## src/rtl/proc_pkg.sv

```systemverilog
// Shared processor definitions: default datapath width and divider FSM state encoding.
package proc_pkg;

    localparam int unsigned DATA_WIDTH = 8;

    typedef enum logic [1:0] {
        S_IDLE = 2'b00,
        S_RUN  = 2'b01,
        S_FIN  = 2'b10
    } state_e;

endpackage

```

## src/rtl/div_step.sv

```systemverilog
// One combinational restoring-division step: shift in the next dividend bit, trial-subtract
// the divisor and keep the difference only when it does not go negative.
module div_step
    import proc_pkg::*;
#(
    parameter int unsigned WIDTH = DATA_WIDTH
) (
    input  logic [WIDTH-1:0] rem_in,
    input  logic             msb_in,
    input  logic [WIDTH-1:0] divisor,
    output logic [WIDTH-1:0] rem_out,
    output logic             q_bit
);

    logic [WIDTH:0] trial;
    logic [WIDTH:0] diff;

    always_comb begin
        trial   = {rem_in, msb_in};
        diff    = trial - {1'b0, divisor};
        // A clear borrow bit means the divisor fits into the partial remainder.
        q_bit   = ~diff[WIDTH];
        rem_out = q_bit ? diff[WIDTH-1:0] : trial[WIDTH-1:0];
    end

endmodule

```

## src/rtl/seq_divider.sv

```systemverilog
// Multi-cycle unsigned restoring divider with a start/done handshake; one quotient bit per
// clock, results registered and held until the next accepted start.
module seq_divider
    import proc_pkg::*;
#(
    parameter int unsigned WIDTH = DATA_WIDTH
) (
    input  logic             clk,
    input  logic             rst_n,
    input  logic             start,
    input  logic [WIDTH-1:0] dividend,
    input  logic [WIDTH-1:0] divisor,
    output logic             busy,
    output logic             done,
    output logic [WIDTH-1:0] quotient,
    output logic [WIDTH-1:0] remainder,
    output logic             div_by_zero
);

    localparam int unsigned CW = $clog2(WIDTH + 1);

    state_e           state_q;
    logic [CW-1:0]    cnt_q;
    logic [WIDTH-1:0] dvs_q;
    logic [WIDTH-1:0] rem_acc_q;
    logic [WIDTH-1:0] q_acc_q;
    logic             zero_q;

    logic [WIDTH-1:0] step_rem;
    logic             step_bit;

    div_step #(
        .WIDTH (WIDTH)
    ) u_step (
        .rem_in  (rem_acc_q),
        .msb_in  (q_acc_q[WIDTH-1]),
        .divisor (dvs_q),
        .rem_out (step_rem),
        .q_bit   (step_bit)
    );

    always_ff @(posedge clk or negedge rst_n) begin
        if (!rst_n) begin
            state_q     <= S_IDLE;
            cnt_q       <= '0;
            dvs_q       <= '0;
            rem_acc_q   <= '0;
            q_acc_q     <= '0;
            zero_q      <= 1'b0;
            busy        <= 1'b0;
            done        <= 1'b0;
            quotient    <= '0;
            remainder   <= '0;
            div_by_zero <= 1'b0;
        end else begin
            done <= 1'b0;
            case (state_q)
                S_IDLE: begin
                    if (start) begin
                        busy        <= 1'b1;
                        div_by_zero <= 1'b0;
                        dvs_q       <= divisor;
                        if (divisor == '0) begin
                            // Preload the defined divide-by-zero results and skip the run.
                            zero_q    <= 1'b1;
                            q_acc_q   <= '1;
                            rem_acc_q <= dividend;
                            state_q   <= S_FIN;
                        end else begin
                            zero_q    <= 1'b0;
                            q_acc_q   <= dividend;
                            rem_acc_q <= '0;
                            cnt_q     <= CW'(WIDTH);
                            state_q   <= S_RUN;
                        end
                    end
                end
                S_RUN: begin
                    rem_acc_q <= step_rem;
                    q_acc_q   <= {q_acc_q[WIDTH-2:0], step_bit};
                    cnt_q     <= cnt_q - CW'(1);
                    if (cnt_q == CW'(1)) begin
                        state_q <= S_FIN;
                    end
                end
                S_FIN: begin
                    done        <= 1'b1;
                    busy        <= 1'b0;
                    quotient    <= q_acc_q;
                    remainder   <= rem_acc_q;
                    div_by_zero <= zero_q;
                    state_q     <= S_IDLE;
                end
                default: begin
                    state_q <= S_IDLE;
                end
            endcase
        end
    end

endmodule

```

## config.mk

```make
export PLATFORM = sky130hd
export DESIGN_NAME = seq_divider
export DESIGN_NICKNAME = d
export VERILOG_FILES = /design/src/rtl/proc_pkg.sv /design/src/rtl/div_step.sv /design/src/rtl/seq_divider.sv
export SDC_FILE = /design/constraint.sdc
export NUM_CORES = 1
export LEC_CHECK = 0
export BUFFER_PORTS_ARGS = -buffer_cell sky130_fd_sc_hd__buf_2
export CORE_MARGIN = 1
export CORE_UTILIZATION = 52
export CTS_CLUSTER_DIAMETER = 200
export DETAILED_ROUTE_END_ITERATION = 8
export PLACE_DENSITY = 0.84
export SLEW_MARGIN = 25
export SYNTH_ARGS = -nofsm -noshare
export SYNTH_HDL_FRONTEND = slang
export SYNTH_HIERARCHICAL = 1
export SYNTH_SLANG_ARGS = --single-unit
```

## constraint.sdc

```tcl
create_clock -name clk -period 2.65 [get_ports clk]
set_clock_uncertainty 0.15 [all_clocks]
set_input_delay 0.53 -clock clk [delete_from_list [all_inputs] [get_ports clk]]
set_output_delay 0.53 -clock clk [all_outputs]
set_load 0.01 [all_outputs]
```

==> flow_summary_export.csv, run 1 <==
group,metric,value,unit
status,status,"completed",
pwr,ir_drop,0.7676,mV
sta,fin_crit_sh,99.20,%
critical_path,reg2regPathDepth,12,
finish,area_growth,15.78,%
critical_path,critPathArrivalTime,2.66,ns
finish,fillers,426,
cts,clkTransAtPathRegs,0.09,ns
critical_path,critical_path_class,"reg2reg",
floorplanning,fp.dieH,75.58,um
cts,cts_made_buffers,5,
pwr,power_frac_comb,64.0,%
synth,synth_cell_type_count,50,
synth,synthArstFlopShare,100.0,%
critical_path,end_kind,"flop",
pwr,powerDensity,1595,nW/um^2
floorplanning,initial_core_util,54.43,%
synth,yosys-top-cells-count,"dfrtp_1 (50), mux2_2 (27), a21oi_1 (17)",
sta,period_needed,2.629,ns
synth,syn_area_per_cell,11.00,sq um
global_route,grt_max_degree,29,
global_route,grt_pass1_vias,2063,
route,vias,2196,
sta,hold_viol,0,
critical_path,path_common_cell,"inv_2",
finish,multi_input_area,1430,sq um
floorplanning,dieArea,5712,sq um
cts,cts_root_buf,"clkbuf_8",
pwr,power_frac_seq,27.1,%
sta,relSlewSlack,62.70,%
critical_path,critPathMaxFanout,4,
flow_run,max_cap_viol_count,0,
route,post_drt_wl_per_cell,16.55,um
finish,drive_above_1_share,36.07,%
finish,diodes,0,
synth,synth_warnings,6,
global_route,grt_overflow,0,
placed_design,port_buffers,37,
route,vias_per_cell,5.856,
finish,finalNetCount,334,
route,drc,0,
route,ant_nets,0,
floorplanning,pin_count,38,
finish,fin_cells,375,
pwr,p_sw_share,40.79,%
pwr,power.switching,2.120,mW
sta,rsz0062_at_grt,"yes",
min_path,hold_class,"in2async",
floorplanning,fp.coreArea,5172,sq um
route,drt_iter0_drc,107,
route,drt_first_pass_iters,4,
finish,regArea,1251,sq um
pwr,p_clk_share,8.8,%
synth,seq_area_frac_synth,44.44,%
floorplanning,rows,26,
route,wirelength,6207,um
synth,synth_top_cell_by_area,"dfrtp_1",
synth,synth_area_leaders,"dfrtp_1 (44%), mux2_2 (11%), ha_1 (4.4%)",
critical_path,critical_path.startpoint_type,"flop",
critical_path,cp_slowest_stage_delay,0.41,ns
sta,worst_pin_slew,0.5589,ns
synth,syn_nets,286,
cts,worstSkewPairLatency,0.31,ns
sta,setup_viol,0,
synth,synth_edf_count,0,
pwr,leakage,1.522,nW
synth,netlist_instances,256,
critical_path,path_cells,"inv_2 > ha_4 > inv_2 > fa_2 > a21o_1 > a21oi_2 > o31ai_4 > xor2_4 > buf_6 > mux2_4 > o21ai_2 > a31oi_1",
synth,synthFlopType,"dfrtp_1",
cts,h-tree-depth,2,
sta,finalSetupTns,0,ns
synth,syn_area,2815,sq um
pwr,p_int,3.078,mW
critical_path,worstPathRequired,2.68,ns
synth,synth-seq-cells,50,
global_route,antenna_found_initial,0,
placed_design,place_inst,360,
sta,fmax,380.4,MHz
sta,maxSlewViolCount,0,
cts,max-clock-path-buffers,2,
placed_design,place_congestion,0.8092,
cts,cts_sinks,50,
floorplanning,die_x,75.58,um
placed_design,hpwl,4275,um
synth,synth_most_common_cell,"dfrtp_1",
global_route,grt_usage,24.22,%
critical_path,cp_slowest_cell,"dfrtp_1",
cts,cts_tree,"done",
global_route,grt_pass1_wl,10050,um
synth,synth.top_cell.area_share,44.44,%
[metal layers]
layer	routed length (um)	up-vias	share of wire, %	track usage [%]
met5	0	-	0	0
met4	88	0	1.4	7.613
met3	367	8	5.9	5.026
met2	3002	96	48	39.68
met1	2748	1067	44	32.45
li1	-	1025	-	-
[power by group through the flow]
stage / clock network (mW) / logic (mW) / registers (mW)
global route: 0.501 / 3.60 / 1.46
global placement: 0 / 2.64 / 1.40
detailed placement: 0 / 2.72 / 1.42
floorplan: 0 / 2.04 / 1.41
finish: 0.460 / 3.33 / 1.41
CTS: 0.462 / 3.18 / 1.41
[layout make-up]
| cell class | count | area share (%) |
|---|---|---|
| multi-input cells | 176 | 43.88 |
| flip-flops and latches | 50 | 38.39 |
| well taps | 70 | 2.687 |
| clock inverters | 1 | 0.1536 |
| inverters | 14 | 1.612 |
| repair buffers | 57 | 10.63 |
| clock buffers | 7 | 2.649 |
[repair_timing]
action	in CTS	in global routing
pin swaps	11	7
endpoints found under the setup margin	8	9
buffers inserted	6	1
gates cloned	0	0
gates resized for setup	17	6
hold buffers	0	0
[layout by cell type, fill, tap and decap left out, types with 9 or more instances in the layout]
cell	instances
dfrtp_1	50
a21oi_1	17
ha_1	9
a31oi_1	10
nor2_1	13
nand2_1	14
buf_4	17
mux2_2	23
inv_1	11
buf_2	37
[worst max-delay path: cells and delay by family (launching register included)]
family	cells	cell delay (ns)
AOI/OAI and AO/OA	5	0.72
adders and majority gates	2	0.46
DFF	1	0.41
muxes	1	0.31
buffers and inverters	3	0.26
xor gates and xnor gates	1	0.19
[through the flow]
| step | area [sq um] | hold WS [ns] | worst slack, ns | utilization, % | power (mW) |
|---|---|---|---|---|---|
| after global routing | 3259 | 0.07954 | -0.1003 | 63.01 | 5.557 |
| after floorplan | 2815 | 0.08441 | 0.02859 | - | 3.443 |
| after global placement | 3059 | 0.3089 | -0.02725 | 59.14 | 4.034 |
| after detailed placement | 3059 | 0.3104 | -0.1295 | 59.14 | 4.139 |
| final | 3259 | 0.04579 | 0.02111 | 63.01 | 5.198 |
| after CTS | 3237 | 0.06727 | -0.02379 | 62.58 | 5.054 |
[state kept, by name, summed over array words and instances (netlist names), 2 cells and up]
register,cells
dvs_q,8
state_q,2
cnt_q,4
remainder,8
rem_acc_q,8
q_acc_q,8
quotient,8
[cell families after synthesis]
logic type | count (synthesis) | share of synthesized area [%]
AO/OA/AOI/OAI | 69 | 17.20
multiplexers | 35 | 13.87
adder cells (fa/ha/maj) | 11 | 5.156
XOR/XNOR | 5 | 2.223
flip-flops | 50 | 44.44
buffers and inverters | 30 | 6.355
AND/OR/NAND/NOR | 56 | 10.76
[final timing paths]
check | from | endpoint | slack, ns
worst max-delay path | q_acc_q[7]$_DFFE_PN0P_ | rem_acc_q[4]$_DFFE_PN0P_ | 0.02
worst min-delay path | rst_n | dvs_q[6]$_DFFE_PN0P_ | 0.05
worst max register to register | q_acc_q[7]$_DFFE_PN0P_ | rem_acc_q[4]$_DFFE_PN0P_ | 0.02
worst min register to register | busy$_DFFE_PN0P_ | busy$_DFFE_PN0P_ | 0.33
max in group asynchronous | rst_n | rem_acc_q[5]$_DFFE_PN0P_ | 1.69
min in group clk | divisor[5] | dvs_q[5]$_DFFE_PN0P_ | 0.33
Power figures use the tool's default switching activity.
==> run 2: changes to the inputs <==
--- a/config.mk
+++ b/config.mk
@@ -11,6 +11,7 @@
 export CTS_CLUSTER_DIAMETER = 200
 export DETAILED_ROUTE_END_ITERATION = 8
 export PLACE_DENSITY = 0.84
+export SETUP_SLACK_MARGIN = 0.05
 export SLEW_MARGIN = 25
 export SYNTH_ARGS = -nofsm -noshare
 export SYNTH_HDL_FRONTEND = slang
==> run 2 against run 1 <==
Against the previous run: the flow now finishes with violations (setup timing); register-to-register slack worse by 0.10 ns; sequential share of layout area is 0.39 points lower; combinational power is 1% higher; wire length is 1.2% higher; setup slack worse by 0.10 ns; first-iteration DRC count is 12% higher; global-route usage is 1.2 points lower; final cell count is 0.27% higher; via count is 0.64% higher; sequential cell count stayed put; largest power group unchanged.
==> flow_summary_export.csv, run 2 (same netlist as run 1, synthesis figures left out) <==
group,metric,value,unit
route,drt_first_pass_iters,4,
status,status,"finished, violations left",
placed_design,place_inst,362,
route,vias,2210,
sta,worst_pin_slew,0.7135,ns
global_route,grt_pass1_wl,9680,um
critical_path,endpoint,"rem_acc_q[0]$_DFFE_PN0P_",
global_route,grt_overflow,0,
global_route,grt_pass1_vias,2065,
critical_path,critPathArrivalTime,2.82,ns
status,failed_checks,"setup timing",
route,vias_per_cell,5.878,
cts,postCtsHoldBufs,0,
finish,most-common-layout-cells,"dfrtp_1 (50), buf_2 (37), mux2_2 (23), buf_4 (19), a21oi_1 (17)",
pwr,p_sw_share,40.65,%
pwr,p_int,3.160,mW
floorplanning,initial_core_util,54.43,%
pwr,p_total,5.325,mW
finish,fin_cells,376,
pwr,power.switching,2.165,mW
critical_path,critPathMaxFanout,4,
route,ant_nets,0,
critical_path,cp_slowest_stage_delay,0.40,ns
critical_path,critical_path.startpoint_type,"flop",
cts,clkTransAtPathRegs,0.09,ns
cts,cts_made_buffers,5,
pwr,p_clk_share,10.1,%
finish,finalNetCount,335,
global_route,antenna_found_initial,0,
critical_path,worstPathRequired,2.73,ns
floorplanning,dieArea,5712,sq um
pwr,leakage,1.533,nW
sta,rsz0062_at_grt,"yes",
pwr,power_frac_comb,63.3,%
cts,cts_tree,"done",
cts,max-clock-path-buffers,2,
placed_design,port_buffers,37,
placed_design,place_ws,-0.09192,ns
placed_design,placed_area,3082,sq um
critical_path,critical_path_class,"reg2reg",
finish,design_area,3293,sq um
global_route,grt_max_degree,30,
sta,hold_viol,0,
flow_run,max_cap_viol_count,0,
finish,drive_above_1_share,36.60,%
sta,maxSlewViolCount,0,
finish,final_common_cell,"dfrtp_1",
critical_path,reg2reg_from,"q_acc_q[7]$_DFFE_PN0P_",
sta,setup_viol,8,
critical_path,reg2regPathDepth,13,
finish,diodes,0,
floorplanning,rows,26,
route,post_drt_wl_per_cell,16.70,um
route,wirelength,6279,um
floorplanning,fp.coreArea,5172,sq um
route,drt_iter0_drc,120,
cts,worstSkewPairLatency,0.31,ns
critical_path,end_kind,"flop",
floorplanning,die_x,75.58,um
critical_path,r2r_end,"rem_acc_q[0]$_DFFE_PN0P_",
sta,period_needed,2.733,ns
floorplanning,fp.dieH,75.58,um
cts,h-tree-depth,2,
critical_path,cp_slowest_cell,"dfrtp_1",
pwr,power_frac_seq,26.6,%
placed_design,hpwl,4227,um
sta,fin_crit_sh,103.1,%
finish,area_growth,16.98,%
floorplanning,pin_count,38,
critical_path,ff2ff_setup_slack,-0.08,ns
critical_path,crit_start,"q_acc_q[7]$_DFFE_PN0P_",
global_route,grt_usage,23.05,%
sta,setup_slack,-0.08295,ns
sta,finalSetupTns,-0.4089,ns
pwr,powerDensity,1617,nW/um^2
placed_design,place_congestion,0.7881,
route,drc,0,
sta,relSlewSlack,52.44,%
critical_path,path_common_cell,"inv_2",
pwr,ir_drop,0.7335,mV
sta,fmax,365.9,MHz
critical_path,path_cells,"inv_2 > ha_4 > inv_2 > fa_2 > a21o_1 > a21oi_4 > o31ai_4 > xor2_4 > buf_6 > buf_4 > mux2i_1 > o21ai_0 > a31oi_1",
cts,cts_sinks,50,
cts,cts_root_buf,"clkbuf_8",
min_path,hold_class,"in2async",
run 2: critical path, delay by kind of cell, from the launching register on:
kind | cells | cell delay (ns)
buffers and inverters | 4 | 0.37
multiplexers | 1 | 0.19
flip-flops | 1 | 0.40
XOR/XNOR | 1 | 0.20
adder cells (fa/ha/maj) | 2 | 0.52
AO/OA/AOI/OAI | 5 | 0.82
run 2: metrics by stage:
stage	util (%)	hold WS [ns]
detailed placement	59.58	0.3156
floorplan	-	0.08441
CTS	61.97	0.03432
global placement	59.58	0.3032
global route	63.67	0.05174
finish	63.67	0.01924
run 2: area by class of cell:
class | instances | area, sq um
inverters | 14 | 52.55
clock inverters | 1 | 30.03
well taps | 70 | 87.58
repair buffers | 58 | 350.3
fillers | 414 | 1879
multi-input cells | 176 | 1445
clock buffers | 7 | 76.32
flip-flops and latches | 50 | 1251
run 2: how the worst min path moves through the flow:
stage	from	end	slack (ns)	depth (start not counted)
after detailed placement	busy$_DFFE_PN0P_	busy$_DFFE_PN0P_	0.32	1
after global routing	rst_n	quotient[7]$_DFFE_PN0P_	0.05	1
after floorplan	rst_n	busy$_DFFE_PN0P_	0.08	0
after global placement	busy$_DFFE_PN0P_	busy$_DFFE_PN0P_	0.30	1
final	rst_n	dvs_q[6]$_DFFE_PN0P_	0.02	1
after CTS	rst_n	dvs_q[6]$_DFFE_PN0P_	0.03	1
run 2: power by group through the flow:
| stage | Combinational, mW | Sequential, mW | Clock [mW] |
|---|---|---|---|
| final | 3.37 | 1.42 | 0.536 |
| after floorplan | 2.07 | 1.41 | 0 |
| after global placement | 2.72 | 1.40 | 0 |
| after global routing | 3.64 | 1.47 | 0.572 |
| after detailed placement | 2.78 | 1.42 | 0 |
| after CTS | 2.88 | 1.41 | 0.548 |
run 2: what timing repair did:
item / CTS / global route
pin swaps: 1 / 11
buffers inserted: 2 / 4
gates resized for setup: 2 / 21
gates cloned: 0 / 0
endpoints found under the setup margin: 8 / 9
run 2: layer usage:
metal	wire length, um	global-route usage, %	vias to the layer above	part of all wire (%)
li1	-	-	1029	-
met1	2793	30.20	1108	44
met2	3088	37.90	66	49
met3	299	5.159	7	4.8
met4	97	8.025	0	1.5
met5	0	0	-	0
==> run 3: changes to the inputs <==
--- a/config.mk
+++ b/config.mk
@@ -7,13 +7,12 @@
 export LEC_CHECK = 0
 export BUFFER_PORTS_ARGS = -buffer_cell sky130_fd_sc_hd__buf_2
 export CORE_MARGIN = 1
-export CORE_UTILIZATION = 52
+export CORE_UTILIZATION = 51
 export CTS_CLUSTER_DIAMETER = 200
 export DETAILED_ROUTE_END_ITERATION = 8
-export PLACE_DENSITY = 0.84
+export PLACE_DENSITY = 0.83
 export SETUP_SLACK_MARGIN = 0.05
 export SLEW_MARGIN = 25
 export SYNTH_ARGS = -nofsm -noshare
 export SYNTH_HDL_FRONTEND = slang
-export SYNTH_HIERARCHICAL = 1
 export SYNTH_SLANG_ARGS = --single-unit
==> run 3 against run 2 <==
Against the previous run: the run now ends clean; sequential power decreased by 4%; final cell count decreased by 3.5%; first-iteration DRC count fell by 5.0%; utilization is 0.097 points higher; combinational power decreased by 34%; critical path depth shrank 3; sequential share of layout area is 3.0 points higher; critical path type unchanged; non-clock buffer count fell by 9; setup slack improved by 0.17 ns; highest routed layer unchanged; critical endpoint unchanged; hold slack improved by 0.14 ns; sequential cell count did not move.
==> flow_summary_export.csv, run 3 <==
group,metric,value,unit
synth,syn_area_per_cell,10.31,sq um
critical_path,reg2reg_from,"q_acc_q[7]$_DFFE_PN0P_",
floorplanning,rows,25,
critical_path,path_buf_inv,2,
synth,netlist_instances,249,
pwr,powerDensity,1399,nW/um^2
floorplanning,fp.dieH,72.95,um
pwr,power.switching,1.700,mW
cts,cts_tree,"done",
sta,maxSlewViolCount,0,
synth,synth-seq-cells,50,
critical_path,r2r_end,"rem_acc_q[0]$_DFFE_PN0P_",
status,status,"completed",
critical_path,path_cells,"inv_2 > ha_4 > inv_1 > fa_2 > a211oi_4 > nor3b_2 > mux2i_2 > nor2_4 > mux2_4 > o221ai_2",
route,drc,0,
finish,drive_above_1_share,30.07,%
sta,rsz0062_at_grt,"yes",
synth,synth_warnings,0,
synth,synth.top_cell.area_share,48.73,%
sta,period_needed,2.559,ns
synth,synth_most_common_cell,"dfrtp_1",
synth,synth_cell_type_count,44,
pwr,p_total,4.268,mW
synth,synthArstFlopShare,100.0,%
synth,synthFlopType,"dfrtp_1",
critical_path,cp_slowest_stage_delay,0.39,ns
cts,worstSkewPairLatency,0.31,ns
pwr,p_clk_share,15.5,%
synth,yosys.area_share.simple,14.77,%
critical_path,critical_path_class,"reg2reg",
finish,diodes,0,
sta,fin_crit_sh,96.55,%
pwr,p_int,2.568,mW
synth,synth_xor_area_share,2.047,%
placed_design,port_buffers,37,
route,drt_first_pass_iters,4,
route,drt_iter0_drc,114,
finish,final_common_cell,"dfrtp_1",
critical_path,critPathArrivalTime,2.63,ns
global_route,antenna_found_initial,0,
route,vias,1982,
pwr,p_sw_share,39.83,%
route,vias_per_cell,5.460,
pwr,power_frac_seq,31.9,%
critical_path,critical_path.top_delay_family,"multiplexers",
synth,synth_compound_area_share,13.60,%
cts,postCtsHoldBufs,0,
sta,setup_viol,0,
synth,yosys-top-cells-count,"dfrtp_1 (50), nand2_1 (40), o21ai_0 (19)",
synth,synth_area_leaders,"dfrtp_1 (49%), mux2_2 (7.5%), nand2_1 (5.8%)",
finish,most-common-layout-cells,"dfrtp_1 (50), nand2_1 (40), buf_2 (37), o21ai_0 (19), mux2_2 (17)",
critical_path,end_kind,"flop",
route,ant_nets,0,
floorplanning,initial_core_util,53.65,%
floorplanning,die_x,72.95,um
synth,synth_top_cell_by_area,"dfrtp_1",
route,post_drt_wl_per_cell,15.10,um
placed_design,place_congestion,0.8451,
cts,cts_made_buffers,5,
placed_design,place_ws,-0.01910,ns
cts,h-tree-depth,2,
global_route,grt_pass1_vias,1954,
sta,fin_hold_ws,0.1556,ns
placed_design,hpwl,3974,um
cts,clkTransAtPathRegs,0.09,ns
synth,synth_edf_count,0,
route,wirelength,5482,um
synth,yosys.area_share.adder,5.653,%
pwr,leakage,1.487,nW
synth,syn_nets,279,
cts,cts_root_buf,"clkbuf_8",
critical_path,reg2regPathDepth,10,
floorplanning,pin_count,38,
pwr,ir_drop,0.7432,mV
floorplanning,dieArea,5322,sq um
sta,relSlewSlack,44.82,%
sta,finalSetupTns,0,ns
pwr,power_frac_comb,52.6,%
cts,cts_sinks,50,
synth,syn_area,2567,sq um
synth,synth_top_family_by_area,"simple AND/OR/NAND/NOR gates",
min_path,hold_class,"in2async",
cts,max-clock-path-buffers,2,
global_route,grt_overflow,0,
finish,finalNetCount,325,
critical_path,worstPathRequired,2.73,ns
sta,worst_pin_slew,0.8258,ns
global_route,grt_pass1_wl,9225,um
global_route,grt_max_degree,38,
critical_path,ff2ff_setup_slack,0.09,ns
synth,seq_area_frac_synth,48.73,%
critical_path,critPathMaxFanout,7,
sta,setup_slack,0.09129,ns
finish,area_growth,18.86,%
sta,fmax,390.8,MHz
critical_path,cp_slowest_cell,"dfrtp_1",
floorplanning,fp.coreArea,4786,sq um
synth,synth_mux_area_share,11.31,%
global_route,grt_usage,23.35,%
critical_path,critical_path.startpoint_type,"flop",
flow_run,max_cap_viol_count,0,
sta,hold_viol,0,
run 3: cell count changes after synthesis, sizes merged, moves of 7 or more:
cell / previous run / this run
o21ai: 10 / 22
buf: 13 / 3
a211o: 8 / 1
mux2: 32 / 18
a31oi: 10 / 2
nand4: 8 / 0
a21oi: 18 / 6
nand2: 15 / 40
a22o: 8 / 0
run 3: kinds of logic (layout without fill, tap and decap cells):
family | after synthesis | in the layout
xor+xnor | 6 | 6
buf+inv | 25 | 72
fa+ha+maj | 11 | 11
compound gates | 52 | 52
simple gates | 79 | 79
flops | 50 | 50
mux | 26 | 26
run 3: per-stage QoR:
stage / instance area, sq um / util [%] / instances
4_1_cts: 3029 / 63.29 / 361
2_1_floorplan: 2567 / - / 249
6_report: 3052 / 63.76 / 363
3_5_place_dp: 2849 / 59.53 / 350
5_1_grt: 3052 / 63.76 / 363
3_3_place_gp: 2849 / 59.53 / 350
run 3: final cells by class:
type / count / area (sq um)
fill: 384 / 1734
sequential: 50 / 1251
multi-input combinational: 174 / 1242
timing repair buffer: 49 / 275.3
tap: 67 / 83.83
clock buffer: 6 / 82.58
clock inverter: 2 / 60.06
inverter: 15 / 56.30
run 3: worst reg2reg max path, delay by kind of cell (launching register included):
family | cells | cell delay (ns)
AOI/OAI and AO/OA | 2 | 0.42
buffers and inverters | 2 | 0.13
adders and majority gates | 2 | 0.49
muxes | 2 | 0.52
DFF | 1 | 0.39
and+or+nand+nor | 2 | 0.36
run 3: repair_timing:
action                     in CTS  in global routing
cloned                          0                  0
setup endpoints to repair       3                  8
gates resized for setup         4                  1
setup buffers                   3                  2
pin swaps                       4                  3
run 3: worst max path at each step:
stage,slack [ns],startpoint,depth (start not counted),end
floorplan,0.19,q_acc_q[7]$_DFFE_PN0P_,10,rem_acc_q[0]$_DFFE_PN0P_
global placement,0.07,q_acc_q[7]$_DFFE_PN0P_,10,rem_acc_q[0]$_DFFE_PN0P_
detailed placement,-0.02,q_acc_q[7]$_DFFE_PN0P_,10,rem_acc_q[0]$_DFFE_PN0P_
CTS,0.08,q_acc_q[7]$_DFFE_PN0P_,10,rem_acc_q[0]$_DFFE_PN0P_
global route,-0.003,q_acc_q[7]$_DFFE_PN0P_,10,rem_acc_q[0]$_DFFE_PN0P_
finish,0.09,q_acc_q[7]$_DFFE_PN0P_,10,rem_acc_q[0]$_DFFE_PN0P_
run 3: layer usage:
| layer | part of all wire (%) | vias up | global-route usage (%) |
|---|---|---|---|
| met5 | 0 | - | 0 |
| met1 | 45 | 959 | 31.30 |
| met3 | 4.4 | 12 | 5.387 |
| met2 | 48 | 58 | 37.59 |
| met4 | 1.8 | 0 | 7.843 |
| li1 | - | 953 | - |
run 3: power by group through the flow:
stage | combinational [mW] | sequential (mW) | clock (mW)
finish | 2.24 | 1.36 | 0.661
global route | 2.50 | 1.41 | 0.693
CTS | 2.15 | 1.36 | 0.667
detailed placement | 2.05 | 1.37 | 0
global placement | 1.95 | 1.34 | 0
floorplan | 1.54 | 1.34 | 0
